===== config.mk =====
export PLATFORM = sky130hd
export DESIGN_NAME = drop_sequencer_flat
export DESIGN_NICKNAME = d
export VERILOG_FILES = /design/src/rtl/drop_sequencer_pkg.sv /design/src/rtl/drop_sequencer_if.sv /design/src/rtl/drop_sequencer_sensors_input.sv /design/src/rtl/drop_sequencer.sv /design/src/flat_wrapper.sv
export SDC_FILE = /design/constraint.sdc
export NUM_CORES = 1
export LEC_CHECK = 0
export ABC_AREA = 1
export CAP_MARGIN = 40
export CORE_MARGIN = 2
export CORE_UTILIZATION = 65
export DETAILED_ROUTE_END_ITERATION = 6
export DONT_BUFFER_PORTS = 1
export HOLD_SLACK_MARGIN = 0.03
export PLACE_DENSITY = 0.87
export SYNTH_ARGS = -nofsm -noshare
export SYNTH_HDL_FRONTEND = slang
export SYNTH_SLANG_ARGS = --single-unit

===== constraint.sdc =====
create_clock -name clk -period 5.2 [get_ports clk]
set_input_delay 1.56 -clock clk [delete_from_list [all_inputs] [get_ports clk]]
set_output_delay 1.56 -clock clk [all_outputs]
set_load 0.1 [all_outputs]

===== src/rtl/drop_sequencer_pkg.sv =====
`default_nettype none
// ============================================================================
// Module      : drop_sequencer_pkg
// Description : Shared types and constants for the baggage-drop sequencer.
// Revision    : 1.0 - initial release
// ============================================================================
package drop_sequencer_pkg;

    localparam int c_SENSOR_W = 8;

    typedef logic [c_SENSOR_W-1:0] sensor_t;
    typedef logic [1:0]            status_t;

    typedef enum logic [2:0] {
        S_IDLE   = 3'd0,
        S_SETTLE = 3'd1,
        S_LATCH  = 3'd2,
        S_DECIDE = 3'd3,
        S_DROP   = 3'd4,
        S_DONE   = 3'd5
    } state_t;

    localparam status_t ST_ABORT   = 2'b00;
    localparam status_t ST_DROP    = 2'b01;
    localparam status_t ST_REJECT  = 2'b10;
    localparam status_t ST_TIMEOUT = 2'b11;

endpackage : drop_sequencer_pkg
`default_nettype wire


===== src/rtl/drop_sequencer_if.sv =====
`default_nettype none
// ============================================================================
// Module      : drop_sequencer_if
// Description : Control, sensor and result signals of the drop sequencer.
// Revision    : 1.0 - initial release
// ============================================================================
interface drop_sequencer_if;
    import drop_sequencer_pkg::*;

    logic    start;
    logic    abort;
    sensor_t sensor1;
    sensor_t sensor2;
    sensor_t sensor3;
    sensor_t sensor4;
    sensor_t max_height;
    logic    busy;
    sensor_t height;
    logic    height_valid;
    logic    drop_active;
    logic    done;
    status_t status;

    modport master (
        output start, abort, sensor1, sensor2, sensor3, sensor4, max_height,
        input  busy, height, height_valid, drop_active, done, status
    );

    modport slave (
        input  start, abort, sensor1, sensor2, sensor3, sensor4, max_height,
        output busy, height, height_valid, drop_active, done, status
    );

endinterface : drop_sequencer_if
`default_nettype wire


===== src/rtl/drop_sequencer_sensors_input.sv =====
`default_nettype none
// ============================================================================
// Module      : sensors_input
// Description : Combinational bag-height estimator; faulty (zero) sensors
//               drop their diagonal pair out of the average.
// Revision    : 1.0 - initial release
// ============================================================================
module sensors_input
    import drop_sequencer_pkg::*;
(
    input  sensor_t i_sensor1,
    input  sensor_t i_sensor2,
    input  sensor_t i_sensor3,
    input  sensor_t i_sensor4,
    output sensor_t o_height
);

    logic [9:0] w_sum_24;
    logic [9:0] w_sum_13;
    logic [9:0] w_sum_all;
    logic [9:0] w_avg_24;
    logic [9:0] w_avg_13;
    logic [9:0] w_avg_all;

    always_comb begin
        w_sum_24  = {2'b00, i_sensor2} + {2'b00, i_sensor4} + 10'd1;
        w_sum_13  = {2'b00, i_sensor1} + {2'b00, i_sensor3} + 10'd1;
        w_sum_all = {2'b00, i_sensor1} + {2'b00, i_sensor2}
                  + {2'b00, i_sensor3} + {2'b00, i_sensor4} + 10'd2;
        w_avg_24  = w_sum_24  >> 1;
        w_avg_13  = w_sum_13  >> 1;
        w_avg_all = w_sum_all >> 2;

        // Later rules override earlier ones; the all-nonzero case is the
        // fall-through, so it is written as the default.
        o_height = w_avg_all[7:0];
        if ((i_sensor1 == '0) || (i_sensor3 == '0)) begin
            o_height = w_avg_24[7:0];
        end
        if ((i_sensor2 == '0) || (i_sensor4 == '0)) begin
            o_height = w_avg_13[7:0];
        end
    end

endmodule : sensors_input
`default_nettype wire


===== src/rtl/drop_sequencer.sv =====
`default_nettype none
// ============================================================================
// Module      : drop_sequencer
// Description : One baggage-drop measurement per start: settle, latch height,
//               compare against limit, pulse the drop actuator.
// Revision    : 1.0 - initial release
// ============================================================================
module drop_sequencer
    import drop_sequencer_pkg::*;
#(
    parameter int STABLE_CYCLES  = 4,
    parameter int TIMEOUT_CYCLES = 64,
    parameter int DROP_CYCLES    = 8
) (
    input  wire logic          clk,
    input  wire logic          rst,
    drop_sequencer_if.slave    bus
);

    localparam int c_STAB_W = $clog2(STABLE_CYCLES + 1);
    localparam int c_TMO_W  = (TIMEOUT_CYCLES > 2) ? $clog2(TIMEOUT_CYCLES) : 1;
    localparam int c_DROP_W = (DROP_CYCLES > 2) ? $clog2(DROP_CYCLES) : 1;

    localparam logic [c_STAB_W-1:0] c_STAB_DONE = c_STAB_W'(STABLE_CYCLES);
    localparam logic [c_STAB_W-1:0] c_STAB_ONE  = c_STAB_W'(1);
    localparam logic [c_TMO_W-1:0]  c_TMO_LAST  = c_TMO_W'(TIMEOUT_CYCLES - 1);
    localparam logic [c_TMO_W-1:0]  c_TMO_ONE   = c_TMO_W'(1);
    localparam logic [c_DROP_W-1:0] c_DROP_LAST = c_DROP_W'(DROP_CYCLES - 1);
    localparam logic [c_DROP_W-1:0] c_DROP_ONE  = c_DROP_W'(1);

    state_t               r_state,        w_state;
    sensor_t              r_max_q,        w_max_q;
    sensor_t              r_snap1,        w_snap1;
    sensor_t              r_snap2,        w_snap2;
    sensor_t              r_snap3,        w_snap3;
    sensor_t              r_snap4,        w_snap4;
    logic [c_STAB_W-1:0]  r_stab_cnt,     w_stab_cnt;
    logic [c_TMO_W-1:0]   r_tmo_cnt,      w_tmo_cnt;
    logic [c_DROP_W-1:0]  r_drop_cnt,     w_drop_cnt;
    sensor_t              r_height,       w_height;
    logic                 r_height_valid, w_height_valid;
    logic                 r_drop_active,  w_drop_active;
    status_t              r_status,       w_status;

    sensor_t              w_estimate;
    logic                 w_sens_stable;

    sensors_input u_sensors_input (
        .i_sensor1 (r_snap1),
        .i_sensor2 (r_snap2),
        .i_sensor3 (r_snap3),
        .i_sensor4 (r_snap4),
        .o_height  (w_estimate)
    );

    assign w_sens_stable = (bus.sensor1 == r_snap1) && (bus.sensor2 == r_snap2) &&
                           (bus.sensor3 == r_snap3) && (bus.sensor4 == r_snap4);

    always_ff @(posedge clk) begin
        if (rst) begin
            r_state        <= S_IDLE;
            r_max_q        <= '0;
            r_snap1        <= '0;
            r_snap2        <= '0;
            r_snap3        <= '0;
            r_snap4        <= '0;
            r_stab_cnt     <= '0;
            r_tmo_cnt      <= '0;
            r_drop_cnt     <= '0;
            r_height       <= '0;
            r_height_valid <= 1'b0;
            r_drop_active  <= 1'b0;
            r_status       <= ST_ABORT;
        end else begin
            r_state        <= w_state;
            r_max_q        <= w_max_q;
            r_snap1        <= w_snap1;
            r_snap2        <= w_snap2;
            r_snap3        <= w_snap3;
            r_snap4        <= w_snap4;
            r_stab_cnt     <= w_stab_cnt;
            r_tmo_cnt      <= w_tmo_cnt;
            r_drop_cnt     <= w_drop_cnt;
            r_height       <= w_height;
            r_height_valid <= w_height_valid;
            r_drop_active  <= w_drop_active;
            r_status       <= w_status;
        end
    end

    always_comb begin
        w_state        = r_state;
        w_max_q        = r_max_q;
        w_snap1        = r_snap1;
        w_snap2        = r_snap2;
        w_snap3        = r_snap3;
        w_snap4        = r_snap4;
        w_stab_cnt     = r_stab_cnt;
        w_tmo_cnt      = r_tmo_cnt;
        w_drop_cnt     = r_drop_cnt;
        w_height       = r_height;
        w_height_valid = r_height_valid;
        w_drop_active  = r_drop_active;
        w_status       = r_status;

        case (r_state)
            S_IDLE: begin
                if (bus.start && !bus.abort) begin
                    w_state        = S_SETTLE;
                    w_max_q        = bus.max_height;
                    w_height       = '0;
                    w_height_valid = 1'b0;
                    w_status       = ST_ABORT;
                    w_snap1        = bus.sensor1;
                    w_snap2        = bus.sensor2;
                    w_snap3        = bus.sensor3;
                    w_snap4        = bus.sensor4;
                    w_stab_cnt     = c_STAB_ONE;
                    w_tmo_cnt      = '0;
                end
            end

            S_SETTLE: begin
                if (bus.abort) begin
                    w_state  = S_DONE;
                    w_status = ST_ABORT;
                end else begin
                    w_tmo_cnt = r_tmo_cnt + c_TMO_ONE;
                    if (w_sens_stable) begin
                        w_stab_cnt = r_stab_cnt + c_STAB_ONE;
                    end else begin
                        w_snap1    = bus.sensor1;
                        w_snap2    = bus.sensor2;
                        w_snap3    = bus.sensor3;
                        w_snap4    = bus.sensor4;
                        w_stab_cnt = c_STAB_ONE;
                    end
                    // Stability is checked first so it wins a same-cycle timeout.
                    if (w_stab_cnt == c_STAB_DONE) begin
                        w_state = S_LATCH;
                    end else if (w_tmo_cnt == c_TMO_LAST) begin
                        w_state  = S_DONE;
                        w_status = ST_TIMEOUT;
                    end
                end
            end

            S_LATCH: begin
                if (bus.abort) begin
                    w_state  = S_DONE;
                    w_status = ST_ABORT;
                end else begin
                    w_height       = w_estimate;
                    w_height_valid = 1'b1;
                    w_state        = S_DECIDE;
                end
            end

            S_DECIDE: begin
                if (bus.abort) begin
                    w_state  = S_DONE;
                    w_status = ST_ABORT;
                end else if ((r_height != '0) && (r_height <= r_max_q)) begin
                    w_state       = S_DROP;
                    w_drop_active = 1'b1;
                    w_drop_cnt    = '0;
                end else begin
                    w_state  = S_DONE;
                    w_status = ST_REJECT;
                end
            end

            S_DROP: begin
                if (bus.abort) begin
                    w_state       = S_DONE;
                    w_status      = ST_ABORT;
                    w_drop_active = 1'b0;
                end else if (r_drop_cnt == c_DROP_LAST) begin
                    w_state       = S_DONE;
                    w_status      = ST_DROP;
                    w_drop_active = 1'b0;
                end else begin
                    w_drop_cnt = r_drop_cnt + c_DROP_ONE;
                end
            end

            S_DONE: begin
                w_state = S_IDLE;
            end

            default: begin
                w_state       = S_IDLE;
                w_drop_active = 1'b0;
            end
        endcase
    end

    assign bus.busy         = (r_state != S_IDLE);
    assign bus.done         = (r_state == S_DONE);
    assign bus.height       = r_height;
    assign bus.height_valid = r_height_valid;
    assign bus.drop_active  = r_drop_active;
    assign bus.status       = r_status;

endmodule : drop_sequencer
`default_nettype wire

===== src/flat_wrapper.sv =====
// flat-port wrapper written by rule: the top's interface ports become plain ports
module drop_sequencer_flat import drop_sequencer_pkg::*;
#(
    parameter int STABLE_CYCLES  = 4,
    parameter int TIMEOUT_CYCLES = 64,
    parameter int DROP_CYCLES    = 8
)
  (clk, rst, bus_start, bus_abort, bus_sensor1, bus_sensor2, bus_sensor3, bus_sensor4, bus_max_height, bus_busy, bus_height, bus_height_valid, bus_drop_active, bus_done, bus_status);
  drop_sequencer_if bus_i ();
  input  wire logic clk;
  input  wire logic rst;
  input wire logic [$bits(bus_i.start)-1:0] bus_start;
  input wire logic [$bits(bus_i.abort)-1:0] bus_abort;
  input wire logic [$bits(bus_i.sensor1)-1:0] bus_sensor1;
  input wire logic [$bits(bus_i.sensor2)-1:0] bus_sensor2;
  input wire logic [$bits(bus_i.sensor3)-1:0] bus_sensor3;
  input wire logic [$bits(bus_i.sensor4)-1:0] bus_sensor4;
  input wire logic [$bits(bus_i.max_height)-1:0] bus_max_height;
  output wire logic [$bits(bus_i.busy)-1:0] bus_busy;
  output wire logic [$bits(bus_i.height)-1:0] bus_height;
  output wire logic [$bits(bus_i.height_valid)-1:0] bus_height_valid;
  output wire logic [$bits(bus_i.drop_active)-1:0] bus_drop_active;
  output wire logic [$bits(bus_i.done)-1:0] bus_done;
  output wire logic [$bits(bus_i.status)-1:0] bus_status;
  assign bus_i.start = bus_start;
  assign bus_i.abort = bus_abort;
  assign bus_i.sensor1 = bus_sensor1;
  assign bus_i.sensor2 = bus_sensor2;
  assign bus_i.sensor3 = bus_sensor3;
  assign bus_i.sensor4 = bus_sensor4;
  assign bus_i.max_height = bus_max_height;
  assign bus_busy = bus_i.busy;
  assign bus_height = bus_i.height;
  assign bus_height_valid = bus_i.height_valid;
  assign bus_drop_active = bus_i.drop_active;
  assign bus_done = bus_i.done;
  assign bus_status = bus_i.status;
  drop_sequencer #(.STABLE_CYCLES(STABLE_CYCLES), .TIMEOUT_CYCLES(TIMEOUT_CYCLES), .DROP_CYCLES(DROP_CYCLES)) u_core (.clk(clk), .rst(rst), .bus(bus_i));
endmodule

==> flow_metrics.env <==
export IMPL_status="finished clean"
export IMPL_synth_top_area_share=0.260
export IMPL_core_area_sq_mm=0.00769
export IMPL_drc=0
export IMPL_path_cells="inv_1 > fa_1 > fa_1 > inv_1 > ha_1 > a21oi_1 > o21ai_0 > inv_1 > nand2_1 > or2_2 > nand3_1 > o211ai_1 > nand2_1 > a21oi_1"
export IMPL_post_cts_setup_buffers=0
export IMPL_crit_required_ns=5.45
export IMPL_dp_cells=853
export IMPL_num_rows=32
export IMPL_final_setup_tns_ns=0
export IMPL_cap_violations=0
export IMPL_clkPwrFrac=0.184
export IMPL_cp_slowest_cell="fa_1"
export IMPL_crit_top_cell="inv_1"
export IMPL_grt_total_usage=0.315
export IMPL_yosysMostFrequentCell="nand2_1"
export IMPL_pwr_density_cell_mw_per_mm2=487
export IMPL_gp_congestion=0.940
export IMPL_grt_overflow_total=0
export IMPL_crit_family="adder cells"
export IMPL_p_leak_nw=2.62
export IMPL_switching_share=0.474
export IMPL_drive_above_1_share=0.116
export IMPL_p_seq_frac=0.250
export IMPL_io_pins=58
export IMPL_synth_edff_count=0
export IMPL_synth_area_sq_mm=0.00515
export IMPL_routedWlPerCell_microns=15.4
export IMPL_totalWireLength_microns=13400
export IMPL_multi_input_comb_area_sq_mm=0.00323
export IMPL_nFillCells=621
export IMPL_cts_buffers=9
export IMPL_finalCriticalPeriod_ns=3.13
export IMPL_place_ws_ns=2.07
export IMPL_stdcell_count=869
export IMPL_worstSetupStartpointType="flip-flop"
export IMPL_ys_seq_area_frac=0.260
export IMPL_synth_ff_latch_count=67
export IMPL_worstMarginPinSlew_ns=0.615
export IMPL_root_buffer="clkbuf_8"
export IMPL_cts_tree="done"
export IMPL_end_kind="flip-flop"
export IMPL_vias=4948
export IMPL_fp_dieArea_sq_mm=0.00865
export IMPL_first_iter_violations=331
export IMPL_synth_cell_type_count=41
export IMPL_antennaDiodeCount=0
export IMPL_async_flop_share=0
export IMPL_initial_core_util=0.670
export IMPL_syn_nets=848
export IMPL_cts_buffer_depth=2
export IMPL_synthFlopType="dfxtp_1"
export IMPL_reg2reg_slack_ns=2.07
export IMPL_pwr_share_comb=0.566
export IMPL_ir_worst_vdd_uv=287
export IMPL_synth_common_cells="nand2_1 (184), inv_1 (104), a21oi_1 (72), dfxtp_1 (67), nor2_1 (46)"
export IMPL_drt_pass1_iter_count=5
export IMPL_postSynthAreaPerCell_sq_um=6.86
export IMPL_h_tree_depth=3
export IMPL_rsz0062_at_grt="false"
export IMPL_hold_viol_final=0
export IMPL_cp_arrival_ns=3.38
export IMPL_grt_max_degree=65
export IMPL_cts_resized=0
export IMPL_via_per_inst=5.69
export IMPL_grt_pass1_wl_microns=21600
export IMPL_setup_slack_ns=2.07
export IMPL_antenna_found_initial=0
export IMPL_internal_power_mw=1.44
export IMPL_timing_final_crit_share=0.601
export IMPL_ys_warn_count=0
export IMPL_cpPeakStageDelay_ns=0.52
export IMPL_syn_instance_count=751
export IMPL_synth_top_area_cell="dfxtp_1"
export IMPL_die_w_microns=93.0
export IMPL_path_class="flip-flop to flip-flop"
export IMPL_place_area_sq_mm=0.00540
export IMPL_max_freq_ghz=0.320
export IMPL_dp_hpwl_microns=10600
export IMPL_fin_skew_ns=0.00892
export IMPL_worst_path_max_fanout=5
export IMPL_path_buf_inv=3
export IMPL_max_slew_margin=0.590
export IMPL_regArea_sq_mm=0.00134
export IMPL_grt_pass1_vias=4761
export IMPL_setup_viol=0
export IMPL_hold_slack_ns=0.461
export IMPL_final_cell_area_sq_mm=0.00563
export IMPL_final_core_util=0.732
export IMPL_hold_path_class="flip-flop to flip-flop"
export IMPL_syn2layout_area_growth_pct=9.21
export IMPL_io_buffers=0
export IMPL_synth_area_top_cells="dfxtp_1 (26%), nand2_1 (13%), ha_1 (8.7%)"
export IMPL_p_total_mw=2.74
export IMPL_hold_buffers=0
export IMPL_cts_clk_slew_worst_paths_ns=0.07
export IMPL_clkLatencyLatePin_ns=0.36
export IMPL_cts_sinks=67
export IMPL_ant_nets=0
export IMPL_slew_viol_final=0
export IMPL_p_sw_mw=1.30
export IMPL_die_h_microns=93.0
export IMPL_nets=859
-- tightest hold or removal path: cells and delay by family, from the launching register on --
family / cells / cell delay [ns]
compound gates: 1 / 0.05
buf+inv: 1 / 0.06
flops: 1 / 0.30
-- kinds of logic (layout without fill, tap and decap cells) --
kind of cell,count (synthesis),after routing,synth area share
simple gates,295,295,0.246
compound gates,164,164,0.182
buf+inv,145,161,0.112
flops,67,67,0.260
fa+ha+maj,53,53,0.154
xor+xnor,27,27,0.0459
-- power groups by stage --
stage	Clock, mW	Combinational, mW	Sequential (mW)
after floorplan	0	1.21	0.689
after global placement	0	1.42	0.711
after detailed placement	0	1.52	0.691
after CTS	0.504	1.54	0.680
after global routing	0.530	1.75	0.690
final	0.504	1.55	0.685
-- routing by layer --
layer  track usage  share of wire
met5             0              0
met3        0.0693          0.069
met4         0.154          0.044
met2         0.545           0.49
met1         0.368           0.40
-- area by class of cell --
class | instances | area share
clock buffers | 12 | 0.0276
flip-flops and latches | 67 | 0.238
repair buffers | 14 | 0.0360
multi-input cells | 539 | 0.575
well taps | 102 | 0.0227
clock inverters | 4 | 0.0129
inverters | 131 | 0.0874
-- path summary, 6_finish.rpt --
kind,endpoint,start,depth (start not counted)
max,u_core.bus.height[3]$_SDFFE_PP0P_,u_core.r_snap3[2]$_SDFFE_PP0P_,14
min,u_core.r_max_q[5]$_SDFFE_PP0P_,u_core.r_max_q[5]$_SDFFE_PP0P_,2
max reg2reg,u_core.bus.height[3]$_SDFFE_PP0P_,u_core.r_snap3[2]$_SDFFE_PP0P_,14
min reg2reg,u_core.r_max_q[5]$_SDFFE_PP0P_,u_core.r_max_q[5]$_SDFFE_PP0P_,2
-- registers in the layout, summed over array words and instances (netlist names), 2 cells and up --
| signal | count |
|---|---|
| u_core.bus.status | 2 |
| u_core.r_snap1 | 8 |
| u_core.bus.height | 8 |
| u_core.r_snap3 | 8 |
| u_core.r_drop_cnt | 3 |
| u_core.r_tmo_cnt | 6 |
| u_core.r_stab_cnt | 3 |
| u_core.r_snap4 | 8 |
| u_core.r_snap2 | 8 |
| u_core.r_state | 3 |
| u_core.r_max_q | 8 |
-- placed cells by master (no fill, tap or decap), types with 2 or more instances in the layout --
cell type    n
a21o_1       2
a21oi_1     72
a21oi_2     17
buf_8       13
bufinv_16    2
clkbuf_8    11
dfxtp_1     67
fa_1        17
ha_1        36
inv_1      104
inv_2       26
nand2_1    184
nand3_1     24
nand4_1     17
nor2_1      45
nor2_2       5
nor3_1       4
nor3_2       2
nor4_1       3
o211ai_1     5
o21ai_0     22
o21ai_1     35
o21bai_1     4
or2_2        5
xnor2_1     19
xor2_1       8
No activity file was read; power rests on OpenSTA's default activity.
